$ cat src/rtl/seg7_pkg.sv
// Shared types and constants for the Basys3 7-segment scan controller.
// Segment patterns are active-low, bit 0 = segment a ... bit 6 = segment g.
package seg7_pkg;

  typedef enum logic [1:0] {
    PAGE_LO   = 2'b00,
    PAGE_HI   = 2'b01,
    PAGE_AUTO = 2'b10
  } page_mode_e;

  typedef enum logic {
    GUARD = 1'b0,
    DRIVE = 1'b1
  } scan_state_e;

  localparam logic [6:0] SEG_OFF = 7'h7F;
  localparam logic [3:0] AN_OFF  = 4'hF;

  localparam logic [6:0] SEG7_HEX [16] = '{
    7'h40, 7'h79, 7'h24, 7'h30, 7'h19, 7'h12, 7'h02, 7'h78,
    7'h00, 7'h10, 7'h08, 7'h03, 7'h46, 7'h21, 7'h06, 7'h0E
  };

endpackage

$ cat src/rtl/seg7_hex_decoder.sv
// Combinational nibble to active-low 7-segment pattern.
module seg7_hex_decoder
  import seg7_pkg::*;
(
  input  logic [3:0] nibble_i,
  output logic [6:0] seg_o
);

  assign seg_o = SEG7_HEX[nibble_i];

endmodule

$ cat src/rtl/seg7_scan_ctrl.sv
// 4-digit common-anode scan controller: shows one 16-bit halfword of a 32-bit value
// with frame-coherent updates and guard slots. Define SEG7_LZB_EN for leading-zero blanking.
module seg7_scan_ctrl
  import seg7_pkg::*;
#(
  parameter int DIGIT_CYCLES = 100_000,
  parameter int GUARD_CYCLES = 100,
  parameter int PAGE_SCANS   = 1000
) (
  input  logic        clk,
  input  logic        rst,
  input  logic [31:0] value_i,
  input  logic        value_valid_i,
  input  logic [1:0]  page_mode_i,
  input  logic        blank_i,
  output logic [6:0]  seg_o,
  output logic [3:0]  an_o,
  output logic        page_o,
  output logic        scan_tick_o
);

  localparam int CNT_W = $clog2(DIGIT_CYCLES);
  localparam int SCN_W = $clog2(PAGE_SCANS + 1);
  localparam logic [CNT_W-1:0] CNT_LAST  = CNT_W'(DIGIT_CYCLES - 1);
  localparam logic [CNT_W-1:0] CNT_GUARD = CNT_W'(GUARD_CYCLES);
  localparam logic [SCN_W-1:0] SCN_LAST  = SCN_W'(PAGE_SCANS);

  logic [CNT_W-1:0] r_cnt;
  logic [1:0]       r_digit;
  logic [31:0]      r_pending;
  logic [31:0]      r_display;
  logic             r_page;
  logic [SCN_W-1:0] r_scan_cnt;
  logic [1:0]       r_mode_q;
  scan_state_e      r_state;

  logic             w_frame_start;
  logic             w_cnt_wrap;
  logic [CNT_W-1:0] w_cnt_next;
  logic             w_mode_chg;
  logic             w_fresh;
  logic [31:0]      w_frame_value;
  logic [31:0]      w_disp_sel;
  logic             w_page_next;
  logic [SCN_W-1:0] w_scan_next;
  logic [15:0]      w_half;
  logic [3:0]       w_nibble;
  logic [6:0]       w_seg;
  logic             w_digit_en;
  scan_state_e      w_state_next;
  logic [3:0]       w_an_next;

  assign w_frame_start = (r_cnt == '0) && (r_digit == 2'd0);
  assign w_cnt_wrap    = (r_cnt == CNT_LAST);
  assign w_cnt_next    = w_cnt_wrap ? '0 : r_cnt + 1'b1;
  assign w_mode_chg    = (page_mode_i != r_mode_q);
  assign w_fresh       = w_mode_chg || (r_scan_cnt == '0);
  assign w_frame_value = value_valid_i ? value_i : r_pending;

  // NOTE: every variable gets a default first so no path through always_comb infers a latch.
  always_comb begin
    w_page_next = r_page;
    w_scan_next = w_mode_chg ? '0 : r_scan_cnt;
    if (w_frame_start) begin
      case (page_mode_i)
        PAGE_HI:   w_page_next = 1'b1;
        PAGE_AUTO: begin
          if (w_fresh) begin
            w_page_next = 1'b0;
            w_scan_next = SCN_W'(1);
          end else if (r_scan_cnt == SCN_LAST) begin
            w_page_next = ~r_page;
            w_scan_next = SCN_W'(1);
          end else begin
            w_scan_next = r_scan_cnt + 1'b1;
          end
        end
        default:   w_page_next = 1'b0;
      endcase
    end
  end

  // Frame start decodes from the value being loaded so digit 0 never shows stale data.
  assign w_disp_sel = w_frame_start ? w_frame_value : r_display;
  assign w_half     = w_page_next ? w_disp_sel[31:16] : w_disp_sel[15:0];
  assign w_nibble   = w_half[{r_digit, 2'b00} +: 4];

`ifdef SEG7_LZB_EN
  always_comb begin
    w_digit_en = 1'b1;
    case (r_digit)
      2'd1:    w_digit_en = |w_half[15:4];
      2'd2:    w_digit_en = |w_half[15:8];
      2'd3:    w_digit_en = |w_half[15:12];
      default: w_digit_en = 1'b1;
    endcase
  end
`else
  assign w_digit_en = 1'b1;
`endif

  seg7_hex_decoder u_dec (
    .nibble_i (w_nibble),
    .seg_o    (w_seg)
  );

  always_comb begin
    w_state_next = GUARD;
    w_an_next    = AN_OFF;
    if (w_cnt_next >= CNT_GUARD) w_state_next = DRIVE;
    if ((r_state == DRIVE) && !blank_i && w_digit_en) w_an_next = ~(4'b0001 << r_digit);
  end

  always_ff @(posedge clk) begin
    if (rst) r_state <= GUARD;
    else     r_state <= w_state_next;
  end

  // NOTE: state registers use non-blocking assignments so every flop samples pre-edge values.
  always_ff @(posedge clk) begin
    if (rst) begin
      r_cnt       <= '0;
      r_digit     <= 2'd0;
      r_pending   <= '0;
      r_display   <= '0;
      r_page      <= 1'b0;
      r_scan_cnt  <= '0;
      r_mode_q    <= 2'b00;
      seg_o       <= SEG_OFF;
      an_o        <= AN_OFF;
      scan_tick_o <= 1'b0;
    end else begin
      r_cnt       <= w_cnt_next;
      if (w_cnt_wrap) r_digit <= r_digit + 2'd1;
      if (value_valid_i) r_pending <= value_i;
      if (w_frame_start) r_display <= w_frame_value;
      r_page      <= w_page_next;
      r_scan_cnt  <= w_scan_next;
      r_mode_q    <= page_mode_i;
      seg_o       <= w_seg;
      an_o        <= w_an_next;
      scan_tick_o <= (r_cnt == '0);
    end
  end

  assign page_o = r_page;

endmodule

$ cat config.mk
export PLATFORM = sky130hd
export DESIGN_NAME = seg7_scan_ctrl
export DESIGN_NICKNAME = d
export VERILOG_FILES = /design/src/rtl/seg7_pkg.sv /design/src/rtl/seg7_hex_decoder.sv /design/src/rtl/seg7_scan_ctrl.sv
export SDC_FILE = /design/constraint.sdc
export NUM_CORES = 1
export LEC_CHECK = 0
export BUFFER_PORTS_ARGS = -buffer_cell sky130_fd_sc_hd__buf_2
export CORE_AREA = 5 5 121 123
export CTS_BUF_LIST = sky130_fd_sc_hd__clkbuf_4 sky130_fd_sc_hd__clkbuf_8
export CTS_CLUSTER_SIZE = 28
export DETAILED_ROUTE_END_ITERATION = 6
export DIE_AREA = 0 0 126 128
export GPL_ROUTABILITY_DRIVEN = 0
export HOLD_SLACK_MARGIN = 0.02
export PLACE_DENSITY = 0.68
export SYNTH_ARGS = -nofsm -noshare
export SYNTH_HDL_FRONTEND = slang
export SYNTH_SLANG_ARGS = --single-unit
$ cat constraint.sdc
create_clock -name clk -period 3.84 [get_ports clk]
set_input_delay 0.768 -clock clk [delete_from_list [all_inputs] [get_ports clk]]
set_output_delay 0.768 -clock clk [all_outputs]
set_load 0.02 [all_outputs]
==> out/results.tsv, run 1 <==
metric	value	unit
status	completed	
cts.sinks	109	
worstMarginPinSlew	1.06	ns
synth_nets	655	
yosys_warnings	0	
clockBufferDepth	2	
finalCritPeriodShare	0.969	
grt_pass1_vias	4391	
cts.clk_slew.worst_paths	0.11	ns
via_count	4450	
grt_first_pass_wirelength	21.2	mm
wl_per_cell	15.4	um
rows	43	
holdBufCountCts	0	
cts-root-buf	clkbuf_8	
num-nets-final	697	
fin_skew	0.0135	ns
p_per_area	397	nW/um^2
num_antenna_cells	0	
r2r_cells	16	
hold_viol	0	
whs_path_depth	2	
finalCriticalPeriod	3.72	ns
synthAdderAreaFrac	0.0379	
postPlaceCellArea	5690	um^2
num-fill-cells	1363	
ys.flop_type	dfxtp_1	
worstPathMaxFanout	8	
synth-compound-area-share	0.166	
fin_setup_tns	0	ns
grt_antenna_before_repair	0	
ys_seq_area_frac	0.414	
yosys.area.top_type	dfxtp_1	
clock.fmax	0.269	GHz
wl	12.8	mm
layout-drive-gt1-share	0.181	
die-area	16100	um^2
drt-vias-per-instance	5.37	
drv_cap	0	
hpwl	9.14	mm
cts_buffers	9	
slew_headroom	0.291	
core_area	13600	um^2
r2r_slack	0.12	ns
rsz0062_at_grt	yes	
die_w	126	um
holdWs	0.484	ns
crit_path_start_kind	register	
port_buffers	50	
cp-end-kind	register	
setup_violations	0	
htree_num_levels	3	
path_class	reg2reg	
synth.distinct_cells	73	
yosys.area.top_type_share	0.414	
synth-edff-count	0	
synth.area.top_cells	dfxtp_1, mux2i_1, nor2_1, ha_1, a211oi_1	
first_pass_iters	5	
synthXorXnorAreaFrac	0.0332	
synth-simple-area-share	0.203	
overflow	0	
synth_top_family_by_area	simple AND/OR/NAND/NOR gates	
synthesis.area	5280	um^2
synthMuxAreaShare	0.0982	
grt_use_total	0.159	
syn_area_per_cell	8.78	um^2
syn2layout_area_growth	12.6	%
drc	0	
synth-async-reset-ratio	0	
ys_ff_latch	109	
crit_required	4.12	ns
drv_slew	0	
synthCells	601	
drtIter0Drc	311	
ir_drop	0.177	mV
fin_area	5940	um^2
worstPathArrival	4.00	ns
worstSkewPairLatency	0.39	ns
p_leak	2.43	nW
ios	51	
hold_path_class	reg2reg	
initial_core_util	0.389	
grt_max_degree	51	
cts_tree	done	
die_y	128	um
postRouteAntennaNets	0	
## critical path, cell delays in order, from the launching register on
cell,delay [ns]
dfxtp_1,0.35
inv_1,0.08
ha_1,0.14
or3b_4,0.39
or4_4,0.45
a311oi_4,0.35
buf_4,0.19
o211ai_4,0.10
nand2_1,0.13
mux2i_1,0.20
a21oi_1,0.09
a21oi_1,0.22
nand2_2,0.18
ha_1,0.27
mux2i_1,0.18
o21ai_1,0.09
a21o_1,0.18
## area by class of cell
type	count	area, um^2	area share
inverters	19	71.3	0.0120
multi-input cells	435	2900	0.487
clock buffers	9	124	0.0209
repair buffers	69	393	0.0661
well taps	180	225	0.0379
flip-flops and latches	109	2180	0.367
clock inverters	7	50.0	0.00842
## repair_timing
item | CTS | global route
pin swaps | 0 | 5
resized for setup | 3 | 7
setup endpoints to repair | 2 | 7
setup buffers | 0 | 3
## state kept, by name, summed over array words and instances, names as in the netlist
name and count:
seg_o 7, page_o 1, r_display 32, r_state 1, r_scan_cnt 10, r_cnt 17, an_o 4, r_mode_q 2
r_pending 32, scan_tick_o 1, r_digit 2
## cell usage after synthesis, drive strengths merged, types with 2 or more instances
| master | number |
|---|---|
| a2111oi | 3 |
| a211oi | 24 |
| a21o | 3 |
| a21oi | 31 |
| a221o | 2 |
| a311o | 2 |
| a31oi | 7 |
| and2 | 14 |
| and3 | 12 |
| buf | 14 |
| clkbuf | 24 |
| dfxtp | 109 |
| ha | 16 |
| inv | 19 |
| mux2 | 6 |
| mux2i | 45 |
| nand2 | 32 |
| nand3 | 16 |
| nand3b | 3 |
| nand4 | 9 |
| nor2 | 103 |
| nor2b | 3 |
| nor3 | 8 |
| nor3b | 2 |
| nor4 | 3 |
| o211ai | 6 |
| o21ai | 30 |
| o221ai | 2 |
| o22ai | 4 |
| o32ai | 2 |
| or2 | 2 |
| or3 | 3 |
| or4 | 4 |
| xnor2 | 7 |
| xor2 | 13 |
## worst paths after layout
path	startpoint	endpoint
min reg2reg	r_display[10]$_SDFF_PP0_	r_display[10]$_SDFF_PP0_
min	r_display[10]$_SDFF_PP0_	r_display[10]$_SDFF_PP0_
max	r_scan_cnt[0]$_SDFF_PP0_	seg_o[6]$_SDFF_PP1_
max reg2reg	r_scan_cnt[0]$_SDFF_PP0_	seg_o[6]$_SDFF_PP1_
## logic make-up (layout without fill, tap and decap cells)
kind of cell,after synthesis,after routing
simple gates,219,219
compound gates,129,129
flops,109,109
buf+inv,57,104
mux,51,51
xor+xnor,20,20
fa+ha+maj,16,16
## report_power, final
part | leakage [nW] | total [W] | switching [W] | internal, W
clock network | 0.0820 | 0.000651 | 0.000413 | 0.000238
logic | 1.46 | 0.000468 | 0.000287 | 0.000181
registers | 0.895 | 0.00124 | 0.0000307 | 0.00121
total | 2.43 | 0.00236 | 0.000730 | 0.00163
## per-layer routing
layer,GRT usage,wire (um),vias to the layer above
li1,-,-,2203
met1,0.209,5800,2104
met2,0.263,6060,123
met3,0.0329,716,20
met4,0.0543,208,0
met5,0,0,-
## cell usage in the layout, fill, tap and decap left out, types with 9 or more instances in the layout
master	Yosys	routed
a21oi_1	30	30
xor2_1	13	13
a211oi_1	24	23
and3_1	10	10
clkbuf_8	0	9
nand3_1	15	15
nand2_1	31	30
buf_2	2	50
and2_1	12	12
o21ai_0	24	24
inv_1	19	19
mux2i_1	45	45
nor2_1	101	101
buf_4	2	19
dfxtp_1	109	109
ha_1	16	14
## per-stage QoR
| stage | cells | power [W] | setup WS [ns] | util |
|---|---|---|---|---|
| floorplan | 601 | 0.00158 | 0.100 | - |
| global placement | 809 | 0.00169 | 0.0955 | 0.420 |
| detailed placement | 809 | 0.00171 | -0.00481 | 0.420 |
| CTS | 825 | 0.00235 | 0.00941 | 0.434 |
| global route | 828 | 0.00248 | -0.0554 | 0.438 |
| finish | 828 | 0.00236 | 0.119 | 0.438 |
Power figures use the tool's default switching activity.
==> inputs of run 2 (changes only) <==
Settings changed: RECOVER_POWER set to 25.
==> run 2 against run 1 <==
Via count increased by 0.13%. Largest cell class unchanged. The flow now finishes with violations (capacitance limit, slew limit). Cell area decreased by 0.27%. Core utilization decreased by 0.12 points. Clock power about the same.
==> out/results.tsv, run 2 (synthesized netlist as in run 1, its figures left out) <==
metric	value	unit
drv_cap	1	
crit_start	r_scan_cnt[0]$_SDFF_PP0_	
fin_skew	0.0111	ns
initial_core_util	0.389	
grt_use_total	0.159	
cts.sinks	109	
r2r_cells	16	
clockBufferDepth	2	
ir_drop	0.177	mV
worstSkewPairLatency	0.39	ns
status	complete, but fails checks	
num-fill-cells	1367	
htree_num_levels	3	
pwr-share-comb	0.197	
pwr-share-seq	0.526	
cts-root-buf	clkbuf_8	
crit_path_start_kind	register	
grt_first_pass_wirelength	21.2	mm
drc	0	
die-area	16100	um^2
clock.fmax	0.270	GHz
layout-drive-gt1-share	0.164	
postRouteAntennaNets	0	
worstPathMaxFanout	8	
cts.clk_slew.worst_paths	0.11	ns
layout_commonest_cell	dfxtp_1	
rsz0062_at_grt	yes	
port_buffers	50	
violations	capacitance limit, slew limit	
grt_pass1_vias	4391	
endpoint	seg_o[3]$_SDFF_PP1_	
crit_required	4.09	ns
finish.utilization	0.437	
path_class	reg2reg	
cts_buffers	9	
max_stage_delay	0.45	ns
p_per_area	398	nW/um^2
drtIter0Drc	315	
worstMarginPinSlew	2.26	ns
drv_slew	51	
netSwitchingFraction	0.310	
worstPathArrival	3.95	ns
setup_ws	0.136	ns
grt_max_degree	51	
core_area	13600	um^2
r2r_slack	0.14	ns
critPathSlowestCell	or4_4	
overflow	0	
hold_path_class	reg2reg	
setup_violations	0	
r2r-end	seg_o[3]$_SDFF_PP1_	
hpwl	9.14	mm
syn2layout_area_growth	12.3	%
finalCritPeriodShare	0.965	
num_antenna_cells	0	
via_count	4456	
pwr-share-clk	0.276	
final_cell_mix	dfxtp_1, nor2_1, mux2i_1	
r2r-start	r_scan_cnt[0]$_SDFF_PP0_	
wl	12.8	mm
die_w	126	um
p_int	0.00162	W
wl_per_cell	15.5	um
die_y	128	um
cts_tree	done	
rows	43	
hold_viol	0	
p_sw	0.000731	W
holdBufCountCts	0	
cp-end-kind	register	
p_leak	2.41	nW
drt-vias-per-instance	5.38	
cp_cell_sequence	inv_1 -> ha_1 -> or3b_4 -> or4_4 -> a311oi_4 -> buf_4 -> o211ai_4 -> nand2_1 -> mux2i_1 -> a21oi_1 -> a21oi_1 -> nand2_2 -> ha_4 -> nor2_1 -> a2111oi_2 -> a31oi_1	
ios	51	
num-nets-final	697	
grt_antenna_before_repair	0	
top_regs	r_display (32), r_pending (32), r_cnt (17)	
place_ws	-0.00481	ns
cpMostUsedCell	a21oi_1	
power	0.00236	W
finalCriticalPeriod	3.70	ns
slew_headroom	-0.504	
first_pass_iters	5	
==> run 2: changes by cell type in the layout (fill, tap and decap cells not counted) <==
| cell | previous run | this run |
|---|---|---|
| buf_4 | 19 | 18 |
| buf_2 | 50 | 40 |
| clkbuf_1 | 0 | 11 |
==> run 2: metrics by stage <==
| step | cell area [um^2] | std cells | TNS, ns | hold WS [ns] |
|---|---|---|---|---|
| 3_5_place_dp | 5690 | 809 | -0.00481 | 0.468 |
| 2_1_floorplan | 5280 | 601 | 0 | 0.434 |
| 3_3_place_gp | 5690 | 809 | 0 | 0.443 |
| 5_1_grt | 5920 | 828 | -0.0875 | 0.502 |
| 4_1_cts | 5880 | 825 | 0 | 0.482 |
| 6_report | 5920 | 828 | 0 | 0.489 |
==> run 2: power by group through the flow <==
stage | registers, W | logic (W) | clock network [W]
floorplan | 0.00128 | 0.000305 | 0
global placement | 0.00126 | 0.000428 | 0
detailed placement | 0.00127 | 0.000443 | 0
CTS | 0.00124 | 0.000450 | 0.000661
global route | 0.00125 | 0.000511 | 0.000719
finish | 0.00124 | 0.000465 | 0.000651
==> run 2: how the worst min path moves through the flow <==
stage               depth (start not counted)  slack, ns                       end                      from
floorplan                                   2       0.43  r_display[10]$_SDFF_PP0_  r_display[10]$_SDFF_PP0_
detailed placement                          2       0.47  r_display[10]$_SDFF_PP0_  r_display[10]$_SDFF_PP0_
global route                                2       0.50  r_display[10]$_SDFF_PP0_  r_display[10]$_SDFF_PP0_
CTS                                         2       0.48  r_display[10]$_SDFF_PP0_  r_display[10]$_SDFF_PP0_
global placement                            2       0.44  r_display[10]$_SDFF_PP0_  r_display[10]$_SDFF_PP0_
finish                                      2       0.49  r_display[10]$_SDFF_PP0_  r_display[10]$_SDFF_PP0_
==> run 2: worst max-delay path: cells and delay by family, from the launching register on <==
| family | cells | cell delay, ns |
|---|---|---|
| AO/OA/AOI/OAI | 6 | 1.07 |
| adder cells (fa/ha/maj) | 2 | 0.46 |
| buffers and inverters | 2 | 0.27 |
| flip-flops | 1 | 0.35 |
| multiplexers | 1 | 0.20 |
| AND/OR/NAND/NOR | 5 | 1.21 |
==> run 2: layout make-up <==
| cell class | count | area (um^2) | share of cell area |
|---|---|---|---|
| well taps | 180 | 225 | 0.0380 |
| clock buffers | 9 | 124 | 0.0209 |
| clock inverters | 7 | 50.0 | 0.00845 |
| flip-flops and latches | 109 | 2180 | 0.368 |
| multi-input cells | 435 | 2900 | 0.489 |
| inverters | 19 | 71.3 | 0.0120 |
| repair buffers | 69 | 377 | 0.0636 |
==> run 2: repair_timing <==
action | CTS | global route
endpoints found under the setup margin | 2 | 7
setup buffers | 0 | 3
resized for setup | 3 | 7
gates cloned | 0 | 0
pin swaps | 0 | 5
==> run 2: per-layer routing <==
metal | wire, um | vias up | track usage
met5 | 0 | - | 0
met4 | 222 | 0 | 0.0543
met3 | 651 | 20 | 0.0329
met2 | 6010 | 123 | 0.263
met1 | 5920 | 2105 | 0.209
li1 | - | 2208 | -
==> inputs of run 3 (changes only) <==
Settings changed: PLACE_DENSITY 0.68 to 0.66.
Clock period 3.84 ns to 4.2 ns, I/O delays scaled along.
==> run 3 against run 2 <==
The flow still finishes with violations (capacitance limit, slew limit). Setup slack improved by 0.13 ns. Maximum frequency decreased by 5.9%. Clock-buffer cell count is 3 higher. First-iteration DRC count grew 9.5%. Power decreased by 5.9%.
==> out/results.tsv, run 3 (synthesized netlist as in run 1, its figures left out) <==
metric	value	unit
status	complete, but fails checks	
critPathBufInv	2	
r2r_cells	14	
grt_pass1_vias	4275	
rows	43	
finalCriticalPeriod	3.94	ns
worstSkewPairLatency	0.39	ns
pwr-share-comb	0.185	
whs_path_depth	2	
ir_drop	0.154	mV
netSwitchingFraction	0.287	
clock.fmax	0.254	GHz
initial_core_util	0.389	
cts.clk_slew.worst_paths	0.10	ns
fin_setup_tns	0	ns
rsz0062_at_grt	no	
r2r_slack	0.26	ns
path_class	reg2reg	
grt_first_pass_wirelength	21.0	mm
worstHoldEndpoint	r_display[10]$_SDFF_PP0_	
clockBufferDepth	2	
crit_path_start_kind	register	
hpwl	9.12	mm
first_pass_iters	5	
cts_tree	done	
htree_num_levels	3	
postRouteAntennaNets	0	
finish.utilization	0.434	
p_leak	2.42	nW
worstPathMaxFanout	6	
post_cts_buffers	0	
r2r-start	r_scan_cnt[0]$_SDFF_PP0_	
layout_commonest_cell	dfxtp_1	
cp-end-kind	register	
drv_cap	1	
slew_headroom	-1.24	
cts_buffers	9	
die_w	126	um
final_cell_mix	dfxtp_1, nor2_1, buf_2	
register_area	2180	um^2
num_antenna_cells	0	
min-delay-start	r_display[10]$_SDFF_PP0_	
cts-root-buf	clkbuf_8	
num-fill-cells	1376	
grt_max_degree	76	
die_y	128	um
worstMarginPinSlew	3.36	ns
cts.sinks	109	
wl	12.4	mm
p_int	0.00158	W
cp_cell_sequence	inv_1 -> ha_1 -> or3b_4 -> or4_4 -> a311o_1 -> a2111o_1 -> and2_0 -> a221o_1 -> nand3_2 -> inv_1 -> ha_1 -> nor2_1 -> a2111oi_2 -> a31oi_1	
r2r-end	seg_o[3]$_SDFF_PP1_	
drt-vias-per-instance	5.39	
worstPathArrival	4.18	ns
crit_required	4.44	ns
syn2layout_area_growth	11.5	%
drc	0	
pwr-share-seq	0.510	
max_stage_delay	0.46	ns
core_area	13600	um^2
ios	51	
grt_antenna_before_repair	0	
die-area	16100	um^2
p_per_area	377	nW/um^2
port_buffers	50	
setup_violations	0	
num-nets-final	690	
pwr-share-clk	0.305	
hold_path_class	reg2reg	
wl_per_cell	15.1	um
fin_skew	0.0151	ns
layout-drive-gt1-share	0.159	
grt_use_total	0.158	
drv_slew	76	
finalCritPeriodShare	0.938	
violations	capacitance limit, slew limit	
multiInputGateArea	2860	um^2
p_sw	0.000636	W
hold_viol	0	
crit_family	compound AO/OA/AOI/OAI gates	
drtIter0Drc	345	
top_regs	r_display (32), r_pending (32), r_cnt (17)	
critPathSlowestCell	a2111o_1	
overflow	0	
via_count	4425	
-- run 3: changes by cell type in the layout (fill, tap and decap cells not counted), sizes merged --
cell / change
clkbuf: -5
buf: +1
bufinv: +1
clkinv: -1
clkinvlp: -2
inv: -1
-- run 3: how the worst max path moves through the flow --
stage                                     end  slack [ns]                startpoint  cells after the start
after CTS                 seg_o[3]$_SDFF_PP1_        0.22  r_scan_cnt[0]$_SDFF_PP0_                     14
after global routing      seg_o[3]$_SDFF_PP1_        0.03  r_scan_cnt[0]$_SDFF_PP0_                     14
final                     seg_o[3]$_SDFF_PP1_        0.26  r_scan_cnt[0]$_SDFF_PP0_                     14
after detailed placement  seg_o[3]$_SDFF_PP1_        0.25  r_scan_cnt[0]$_SDFF_PP0_                     14
after global placement    seg_o[3]$_SDFF_PP1_        0.36  r_scan_cnt[0]$_SDFF_PP0_                     14
after floorplan           seg_o[6]$_SDFF_PP1_        0.39             value_valid_i                     14
-- run 3: power by group through the flow --
stage                     logic (W)  registers, W  clock network (W)
final                      0.000410       0.00113           0.000676
after global routing       0.000457       0.00114           0.000737
after CTS                  0.000406       0.00113           0.000697
after detailed placement   0.000404       0.00115                  0
after global placement     0.000390       0.00115                  0
after floorplan            0.000279       0.00117                  0
-- run 3: routing by layer --
layer  share of wire  track usage  wire [um]
met1            0.44        0.204       5500
met3           0.066       0.0463        822
met4           0.016       0.0410        196
met2            0.48        0.261       5920
met5               0            0          0
-- run 3: worst register-to-register path, cell delays in order, from the launching register on --
cell	delay, ns
dfxtp_1	0.34
inv_1	0.09
ha_1	0.14
or3b_4	0.38
or4_4	0.45
a311o_1	0.43
a2111o_1	0.46
and2_0	0.16
a221o_1	0.32
nand3_2	0.11
inv_1	0.10
ha_1	0.32
nor2_1	0.07
a2111oi_2	0.36
a31oi_1	0.07
-- run 3: area by class of cell --
cell class                 count  share of cell area
tap                          180              0.0383
clock inverter                 4             0.00935
timing repair buffer          62              0.0568
multi-input combinational    435               0.486
sequential                   109               0.371
clock buffer                  12              0.0270
inverter                      19              0.0121
-- run 3: what timing repair did --
item	CTS	global route
hold buffers	0	0
endpoints found under the setup margin	0	1
gates resized for setup	0	4
-- run 3: through the flow --
stage	instances	total power, W	hold slack [ns]	setup slack, ns	area, um^2
finish	821	0.00222	0.469	0.262	5890
global placement	805	0.00154	0.441	0.364	5660
detailed placement	805	0.00156	0.451	0.254	5660
global route	821	0.00233	0.500	0.0251	5890
floorplan	601	0.00145	0.434	0.388	5280
CTS	821	0.00223	0.466	0.222	5870
